File: src/rtl/rd_drain_pkg.sv
// Shared definitions for the read-FIFO to UART drain block.
//
// Contents:
//   - drain_state_e : drain FSM state encoding
//   - WordW / ByteW : FIFO word width and UART byte width
//   - DataNumMax    : largest legal DATA_NUM (words per drain)
//   - CntW / LevelW : word-counter width and FIFO fill-level width

package rd_drain_pkg;

    localparam int unsigned WordW      = 16;
    localparam int unsigned ByteW      = 8;
    localparam int unsigned DataNumMax = 512;
    localparam int unsigned CntW       = 9;
    localparam int unsigned LevelW     = 10;

    typedef enum logic [2:0] {
        StIdle,
        StWait,
        StPop,
        StLat,
        StByte0,
        StByte1,
        StDone
    } drain_state_e;

endpackage

File: src/rtl/rd_word_split.sv
// Holds one 16-bit word and presents it to the UART as two bytes with a
// valid/ready hold.
//
// Configuration macro: RD_DRAIN_LSB_FIRST_EN
//   undefined (default) : first byte = word[15:8], second byte = word[7:0]
//   defined             : first byte = word[7:0],  second byte = word[15:8]
//
// Ports:
//   sys_clk   in   clock
//   sys_rst   in   synchronous active-high reset
//   word      in   word to capture when load is high
//   load      in   capture word and start presenting its first byte
//   tx_ready  in   UART accepts tx_data this cycle (when tx_valid)
//   tx_data   out  selected byte, 0 while tx_valid is low
//   tx_valid  out  tx_data valid, held until accepted
//   last_byte out  the byte currently presented is the second of the word

module rd_word_split
    import rd_drain_pkg::*;
(
    input  logic             sys_clk,
    input  logic             sys_rst,
    input  logic [WordW-1:0] word,
    input  logic             load,
    input  logic             tx_ready,
    output logic [ByteW-1:0] tx_data,
    output logic             tx_valid,
    output logic             last_byte
);

    logic [WordW-1:0] word_q, word_d;
    logic             valid_q, valid_d;
    logic             sel_q, sel_d;
    logic             hs;
    logic [ByteW-1:0] first_byte;
    logic [ByteW-1:0] second_byte;

`ifdef RD_DRAIN_LSB_FIRST_EN
    assign first_byte  = word_q[ByteW-1:0];
    assign second_byte = word_q[WordW-1:ByteW];
`else
    assign first_byte  = word_q[WordW-1:ByteW];
    assign second_byte = word_q[ByteW-1:0];
`endif

    assign hs = valid_q & tx_ready;

    always_comb begin
        word_d  = word_q;
        valid_d = valid_q;
        sel_d   = sel_q;
        if (load) begin
            word_d  = word;
            valid_d = 1'b1;
            sel_d   = 1'b0;
        end else if (hs) begin
            if (sel_q) begin
                valid_d = 1'b0;
                sel_d   = 1'b0;
            end else begin
                sel_d = 1'b1;
            end
        end
    end

    always_ff @(posedge sys_clk) begin
        if (sys_rst) begin
            word_q  <= '0;
            valid_q <= 1'b0;
            sel_q   <= 1'b0;
        end else begin
            word_q  <= word_d;
            valid_q <= valid_d;
            sel_q   <= sel_d;
        end
    end

    // Drive zero when idle so the byte lane is quiet between words.
    assign tx_data   = valid_q ? (sel_q ? second_byte : first_byte) : '0;
    assign tx_valid  = valid_q;
    assign last_byte = sel_q;

endmodule

File: src/rtl/rd_fifo_uart_drain.sv
// Drains DATA_NUM 16-bit words from the SDRAM read FIFO (normal, non
// show-ahead mode) and sends each as two bytes to a UART transmitter.
//
// Configuration macro: RD_DRAIN_LSB_FIRST_EN (byte order, see rd_word_split).
//
// Parameters:
//   DATA_NUM         words drained per start, legal 1..512
//
// Ports:
//   sys_clk          in   single clock
//   sys_rst          in   synchronous active-high reset
//   start            in   one-cycle pulse, ignored while busy
//   rd_fifo_num      in   read-FIFO fill level
//   rd_fifo_rd_data  in   read-FIFO word, valid the cycle after rd_fifo_rd_req
//   rd_fifo_rd_req   out  read-FIFO pop strobe
//   read_valid       out  enables SDRAM-to-FIFO refill during a drain
//   tx_data          out  byte to UART
//   tx_valid         out  tx_data valid
//   tx_ready         in   UART accepts the byte
//   busy             out  drain in progress
//   done             out  one-cycle pulse after the last byte is accepted

module rd_fifo_uart_drain
    import rd_drain_pkg::*;
#(
    parameter int unsigned DATA_NUM = 10
) (
    input  logic              sys_clk,
    input  logic              sys_rst,
    input  logic              start,
    input  logic [LevelW-1:0] rd_fifo_num,
    input  logic [WordW-1:0]  rd_fifo_rd_data,
    output logic              rd_fifo_rd_req,
    output logic              read_valid,
    output logic [ByteW-1:0]  tx_data,
    output logic              tx_valid,
    input  logic              tx_ready,
    output logic              busy,
    output logic              done
);

    localparam logic [LevelW-1:0] NeedLevel = LevelW'(DATA_NUM);
    localparam logic [CntW-1:0]   LastIdx   = CntW'(DATA_NUM - 1);

    drain_state_e    state_q, state_d;
    logic [CntW-1:0] cnt_q, cnt_d;
    logic            active_q, active_d;
    logic            load;
    logic            hs;
    logic            last_byte;

    rd_word_split u_split (
        .sys_clk   (sys_clk),
        .sys_rst   (sys_rst),
        .word      (rd_fifo_rd_data),
        .load      (load),
        .tx_ready  (tx_ready),
        .tx_data   (tx_data),
        .tx_valid  (tx_valid),
        .last_byte (last_byte)
    );

    assign hs = tx_valid & tx_ready;

    always_comb begin
        state_d        = state_q;
        cnt_d          = cnt_q;
        active_d       = active_q;
        rd_fifo_rd_req = 1'b0;
        load           = 1'b0;
        done           = 1'b0;
        unique case (state_q)
            StIdle: begin
                if (start) begin
                    state_d  = StWait;
                    cnt_d    = '0;
                    active_d = 1'b1;
                end
            end
            StWait: begin
                if (rd_fifo_num >= NeedLevel) begin
                    state_d = StPop;
                end
            end
            StPop: begin
                // Never pop an empty FIFO; wait here until a word appears.
                if (rd_fifo_num != '0) begin
                    rd_fifo_rd_req = 1'b1;
                    state_d        = StLat;
                end
            end
            StLat: begin
                // FIFO output is valid this cycle, one after the pop.
                load    = 1'b1;
                state_d = StByte0;
            end
            StByte0: begin
                if (hs && !last_byte) begin
                    state_d = StByte1;
                end
            end
            StByte1: begin
                if (hs && last_byte) begin
                    if (cnt_q == LastIdx) begin
                        state_d = StDone;
                    end else begin
                        cnt_d   = cnt_q + 1'b1;
                        state_d = StPop;
                    end
                end
            end
            StDone: begin
                done     = 1'b1;
                active_d = 1'b0;
                state_d  = StIdle;
            end
            default: begin
                state_d = StIdle;
            end
        endcase
    end

    always_ff @(posedge sys_clk) begin
        if (sys_rst) begin
            state_q  <= StIdle;
            cnt_q    <= '0;
            active_q <= 1'b0;
        end else begin
            state_q  <= state_d;
            cnt_q    <= cnt_d;
            active_q <= active_d;
        end
    end

    assign busy       = active_q;
    assign read_valid = active_q;

endmodule
File: config.mk
export PLATFORM = sky130hd
export DESIGN_NAME = rd_fifo_uart_drain
export DESIGN_NICKNAME = d
export VERILOG_FILES = /design/src/rtl/rd_drain_pkg.sv /design/src/rtl/rd_word_split.sv /design/src/rtl/rd_fifo_uart_drain.sv
export SDC_FILE = /design/constraint.sdc
export NUM_CORES = 1
export LEC_CHECK = 0
export BUFFER_PORTS_ARGS = -buffer_cell sky130_fd_sc_hd__buf_2
export CAP_MARGIN = 40
export CORE_MARGIN = 2
export CORE_UTILIZATION = 40
export DETAILED_ROUTE_END_ITERATION = 10
export SYNTH_ARGS = -nofsm -noshare
export SYNTH_HDL_FRONTEND = slang
export SYNTH_SLANG_ARGS = --single-unit
File: constraint.sdc
create_clock -name sys_clk -period 2.33 [get_ports sys_clk]
set_clock_uncertainty 0.2 [all_clocks]
set_input_delay 0.233 -clock sys_clk [delete_from_list [all_inputs] [get_ports sys_clk]]
set_output_delay 0.233 -clock sys_clk [all_outputs]
set_load 0.02 [all_outputs]
==> out/metrics.yaml, run 1 <==
pwr_density_cell_nw_per_um2: 529
route.antenna.remaining_nets: 0
cts.sinks: 31
antenna-diode-count: 0
grt_remaining_overflow: 0
grt_pass1_vias: 1402
firstDrtPassIters: 4
ys_async_sr_fraction: 0
cts_buffers: 5
drv_cap: 0
holdPathEnd: "state_q[0]$_SDFFE_PP0P_"
hp-start: "start"
htreeDepth: 2
yosys_register_bits: 31
grt_max_degree: 33
yosys.area_share.simple: 0.305
drive_gt1_frac: 0.265
synth_top_family_by_area: "simple AND/OR/NAND/NOR gates"
r2r_setup_slack_ns: 0.42
finalHoldViolations: 0
wl_per_cell_um: 13.1
die_width_um: 69.2
yosysWarnings: 0
critPathMaxStageDelay_ns: 0.43
clock-root-buffer: "clkbuf_8"
holdPathStages: 3
netlist_area_um2: 1700
final_common_cell: "nand2_1"
crit_required_ns: 2.34
areaGrowthSynthToFinish_pct: 26.6
syn_inst: 200
fmaxAchievable_ghz: 0.525
rsz0062_at_grt: "no"
core_area_um2: 4060
synth_nets: 232
vias: 1569
place.gp.congestion: 0.760
dpl.hpwl_um: 2590
setup_violations: 0
hold_class: "input pin to register"
tritoncts: "done"
grt_pass1_wl_um: 6640
antenna_found_initial: 0
dr.first_iter.drc_count: 108
instances_no_fill: 307
crit_slowest_cell: "a211o_1"
yosysUniqueCellTypes: 41
r2r_cells: 6
synthXorXnorAreaFrac: 0.00514
rows: 23
status: "finished, final reports clean"
die_area_um2: 4790
drv_slew: 0
synth_adder_area_share: 0.0147
start_kind: "register"
post_cts_buffers: 0
path_class: "register to register"
tns_ns: 0
avgSynthCellArea_um2: 8.51
synth.yosys.seq_area_share: 0.364
relSlewSlack: 0.582
worst-path-max-fanout: 9
io_pins: 43
placed_cell_area_um2: 1910
synth_mux_area_frac: 0.0764
arrival_ns: 1.92
worst_pin_slew_ns: 0.626
path_clk_slew_ns: 0.07
fin_nets: 288
worstPathCellList: "inv_1 -> ha_1 -> nor4b_4 -> a211o_1 -> a21oi_2 -> mux2i_1"
worstReg2RegEnd: "cnt_q[6]$_SDFFE_PP0P_"
ir_worst_vdd_mv: 0.343
fillers: 392
hold-worst-slack_ns: 0.130
stdcell_area_um2: 2160
placedCellCount: 283
period_share: 0.818
cp_top_family: "compound AO/OA/AOI/OAI gates"
totalWireLength_um: 4030
io_buffers: 42
start_util: 0.420
viasPerCell: 5.11
cts-resized-gates: 0
drc_errors: 0
worstSkewPairLatency_ns: 0.28
synth-main-ff-cell: "dfxtp_1"
synth_edf_count: 0
track_usage: 0.171
hold_buffers: 16
endpoint_kind: "register"
r2r-start: "cnt_q[1]$_SDFFE_PP0P_"
cp.buffers_inverters: 1
cts.path.max_buffers: 2
fp.dieH_um: 69.2
leakagePower_nw: 0.814
final_cell_mix: "nand2_1, buf_2, dfxtp_1"
synth-compound-area-share: 0.168
period_minus_slack_ns: 1.91
## state kept, by name (all words and copies together), names as in the netlist
| signal | count |
|---|---|
| state_q | 3 |
| cnt_q | 9 |
| u_split.word_q | 16 |
| u_split.tx_valid | 1 |
| busy | 1 |
| u_split.last_byte | 1 |
## layer usage
layer	global-route usage	part of all wire	vias to the layer above
met5	0	0	-
met4	0.0654	0.0099	0
met3	0.0392	0.049	4
met2	0.265	0.45	38
met1	0.231	0.49	710
li1	-	-	817
## cell usage after synthesis, types with 3 or more instances
library cell	count	share of area
mux2i_1	13	0.076
buf_6	4	0.026
nor2b_1	10	0.037
buf_4	3	0.013
o31ai_1	3	0.013
a21oi_1	22	0.065
and3_1	3	0.011
nand4_1	4	0.015
nand2_1	43	0.095
nand3_1	7	0.021
a21oi_2	4	0.021
or3_1	6	0.022
nor2_1	6	0.013
clkbuf_1	3	0.0066
inv_1	5	0.011
dfxtp_1	31	0.36
buf_2	3	0.0088
## cell families (layout without fill, tap and decap cells)
logic type / Yosys count / count (layout)
simple gates: 93 / 93
compound gates: 42 / 42
flops: 31 / 31
buf+inv: 18 / 75
mux: 13 / 13
fa+ha+maj: 2 / 2
xor+xnor: 1 / 1
## power breakdown
| group | switching, mW | total [mW] | internal (mW) | leakage [nW] |
|---|---|---|---|---|
| clock network | 0.200 | 0.404 | 0.204 | 0.0477 |
| logic | 0.0892 | 0.169 | 0.0797 | 0.515 |
| registers | 0.0212 | 0.567 | 0.546 | 0.251 |
## layout make-up
cell class / count / area (um2) / share of cell area
multi-input cells: 151 / 970 / 0.450
flip-flops and latches: 31 / 621 / 0.288
repair buffers: 62 / 400 / 0.186
clock buffers: 5 / 68.8 / 0.0319
well taps: 50 / 62.6 / 0.0290
inverters: 5 / 18.8 / 0.00871
clock inverters: 3 / 15.0 / 0.00696
## how the worst max path moves through the flow
stage                                       start               endpoint  slack [ns]  cells past startpoint
after floorplan             cnt_q[1]$_SDFFE_PP0P_  cnt_q[7]$_SDFFE_PP0P_        0.63                      7
after global placement      cnt_q[1]$_SDFFE_PP0P_  cnt_q[8]$_SDFFE_PP0P_        0.49                      6
after detailed placement    cnt_q[1]$_SDFFE_PP0P_  cnt_q[3]$_SDFFE_PP0P_        0.43                      6
after CTS                 state_q[1]$_SDFFE_PP0P_         rd_fifo_rd_req        0.42                      4
after global routing        cnt_q[1]$_SDFFE_PP0P_  cnt_q[5]$_SDFFE_PP0P_        0.29                      6
final                       cnt_q[1]$_SDFFE_PP0P_  cnt_q[6]$_SDFFE_PP0P_        0.42                      6
## worst reg2reg max path, cell delays in order, from the launching register on
cell	delay, ns
dfxtp_1	0.42
inv_1	0.07
ha_1	0.18
nor4b_4	0.14
a211o_1	0.44
a21oi_2	0.21
mux2i_1	0.19
## metrics by stage
step / util / power [mW] / setup slack (ns)
after floorplan: - / 0.682 / 0.632
after global placement: 0.471 / 0.726 / 0.490
after detailed placement: 0.471 / 0.727 / 0.427
after CTS: 0.531 / 1.15 / 0.417
after global routing: 0.531 / 1.19 / 0.287
final: 0.531 / 1.14 / 0.424
Note: power is estimated with default switching activity, not from simulation.
==> inputs of run 2 (changes only) <==
==> constraint.sdc (replaced) <==
create_clock -name sys_clk -period 1.93 [get_ports sys_clk]
set_clock_uncertainty 0.2 [all_clocks]
set_input_delay 0.193 -clock sys_clk [delete_from_list [all_inputs] [get_ports sys_clk]]
set_output_delay 0.193 -clock sys_clk [all_outputs]
set_load 0.02 [all_outputs]
==> run 2 against run 1 <==
Power increased by 23%; sequential power increased by 21%; worst hold slack got worse by 0.070 ns; register-to-register slack got worse by 0.25 ns.
==> out/metrics.yaml, run 2 (same netlist as run 1, synthesis figures left out) <==
status: "finished, final reports clean"  # unchanged
holdPathEnd: "busy$_SDFFE_PP0P_"  # was state_q[0]$_SDFFE_PP0P_
hold_class: "input pin to register"  # unchanged
hold-worst-slack_ns: 0.0602  # was 0.130 ns
htreeDepth: 2  # unchanged
die_width_um: 69.2  # unchanged
final_common_cell: "nand2_1"  # unchanged
r2r-start: "cnt_q[1]$_SDFFE_PP0P_"  # unchanged
start_kind: "register"  # unchanged
place.gp.congestion: 0.810  # was 0.760
worstPathCellList: "inv_1 -> ha_1 -> nor4b_4 -> a211o_1 -> a21oi_2 -> mux2i_1"  # unchanged
tritoncts: "done"  # unchanged
fp.dieH_um: 69.2  # unchanged
finalHoldViolations: 0  # unchanged
worstSkewPairLatency_ns: 0.28  # about the same
cts.path.max_buffers: 2  # unchanged
wl_per_cell_um: 12.3  # was 13.1 um
cp.buffers_inverters: 1  # unchanged
cp_top_family: "compound AO/OA/AOI/OAI gates"  # unchanged
antenna_found_initial: 0  # unchanged
r2r_setup_slack_ns: 0.18  # was 0.42 ns
largest-register: "u_split.word_q"  # unchanged
dpl.hpwl_um: 2550  # was 2590 um
dr.first_iter.drc_count: 119  # was 108
rsz0062_at_grt: "no"  # unchanged
post_cts_buffers: 0  # unchanged
track_usage: 0.169  # was 0.171
worst-path-max-fanout: 9  # unchanged
final_cell_mix: "nand2_1, buf_2, dfxtp_1"  # unchanged
reg_top3: "u_split.word_q (16), cnt_q (9), state_q (3)"  # unchanged
endpoint_kind: "register"  # unchanged
worstReg2RegEnd: "cnt_q[5]$_SDFFE_PP0P_"  # was cnt_q[6]$_SDFFE_PP0P_
period_minus_slack_ns: 1.75  # was 1.91 ns
firstDrtPassIters: 4  # unchanged
fin_nets: 291  # was 288
drv_slew: 0  # unchanged
fmaxAchievable_ghz: 0.570  # was 0.525 GHz
grt_pass1_wl_um: 6620  # was 6640 um
route.antenna.remaining_nets: 0  # unchanged
setup_violations: 0  # unchanged
holdPathStages: 3  # unchanged
pwr_density_cell_nw_per_um2: 640  # was 529 nW/um2
drc_errors: 0  # unchanged
rows: 23  # unchanged
ir_worst_vdd_mv: 0.308  # was 0.343 mV
cts.sinks: 31  # unchanged
crit_slowest_cell: "a211o_1"  # unchanged
clock-root-buffer: "clkbuf_8"  # unchanged
drv_cap: 0  # unchanged
path_clk_slew_ns: 0.06  # was 0.07 ns
hp-start: "start"  # unchanged
period_share: 0.908  # was 0.818
tns_ns: 0  # unchanged
relSlewSlack: 0.566  # was 0.582
r2r_cells: 6  # unchanged
core_area_um2: 4060  # unchanged
start_util: 0.420  # unchanged
viasPerCell: 5.03  # was 5.11
grt_pass1_vias: 1477  # was 1402
worst_pin_slew_ns: 0.650  # was 0.626 ns
io_pins: 43  # unchanged
arrival_ns: 1.76  # was 1.92 ns
grt_remaining_overflow: 0  # unchanged
leakagePower_nw: 0.829  # was 0.814 nW
io_buffers: 42  # unchanged
totalWireLength_um: 3790  # was 4030 um
die_area_um2: 4790  # unchanged
critPathMaxStageDelay_ns: 0.42  # was 0.43 ns
vias: 1553  # was 1569
drive_gt1_frac: 0.278  # was 0.265
areaGrowthSynthToFinish_pct: 28.3  # was 26.6%
antenna-diode-count: 0  # unchanged
grt_max_degree: 19  # was 33
cts_buffers: 5  # unchanged
largest_reg_flops: 16  # unchanged
crit_required_ns: 1.94  # was 2.34 ns
path_class: "register to register"  # unchanged
[run 2: how the worst max path moves through the flow]
| stage | startpoint | end | cells after the start |
|---|---|---|---|
| finish | cnt_q[1]$_SDFFE_PP0P_ | cnt_q[5]$_SDFFE_PP0P_ | 6 |
| global route | state_q[2]$_SDFFE_PP0P_ | u_split.word_q[8]$_SDFFE_PP0P_ | 4 |
| CTS | state_q[1]$_SDFFE_PP0P_ | rd_fifo_rd_req | 4 |
| detailed placement | state_q[0]$_SDFFE_PP0P_ | cnt_q[5]$_SDFFE_PP0P_ | 4 |
| global placement | state_q[0]$_SDFFE_PP0P_ | cnt_q[8]$_SDFFE_PP0P_ | 4 |
| floorplan | cnt_q[1]$_SDFFE_PP0P_ | cnt_q[7]$_SDFFE_PP0P_ | 7 |
[run 2: repair_timing]
item	CTS	global route
hold buffers	16	0
setup endpoints to repair	0	7
endpoints found under the hold margin	16	0
gates resized for setup	0	2
[run 2: tightest hold or removal path, cell delays in order]
cell,delay (ns)
buf_2,0.12
nand3b_1,0.10
a21oi_1,0.07
[run 2: area by class of cell]
class                      instances  area, um2
tap                               50       62.6
clock inverter                     1       5.00
fill                             393       1870
sequential                        31        623
clock buffer                       6       82.6
timing repair buffer              65        423
inverter                           5       18.8
multi-input combinational        151        970
[run 2: report_power, final]
group / switching [mW] / leakage (nW) / total [mW] / internal [mW]
Combinational: 0.108 / 0.530 / 0.208 / 0.100
Clock: 0.226 / 0.0470 / 0.505 / 0.279
Sequential: 0.0250 / 0.251 / 0.685 / 0.660
Total: 0.359 / 0.829 / 1.40 / 1.04
[run 2: through the flow]
stage               cells  total power [mW]  area (um2)  utilization  setup WS (ns)
global route          309              1.48        2180        0.538         0.0337
global placement      286             0.881        1930        0.477          0.197
finish                309              1.40        2180        0.538          0.177
CTS                   309              1.42        2180        0.538         0.0689
floorplan             200             0.824        1700            -          0.232
detailed placement    286             0.879        1930        0.477          0.159
[run 2: per-layer routing]
layer | global-route usage | part of all wire | vias up
li1 | - | - | 826
met1 | 0.221 | 0.50 | 683
met2 | 0.262 | 0.44 | 37
met3 | 0.0494 | 0.044 | 7
met4 | 0.0654 | 0.016 | 0
met5 | 0 | 0 | -
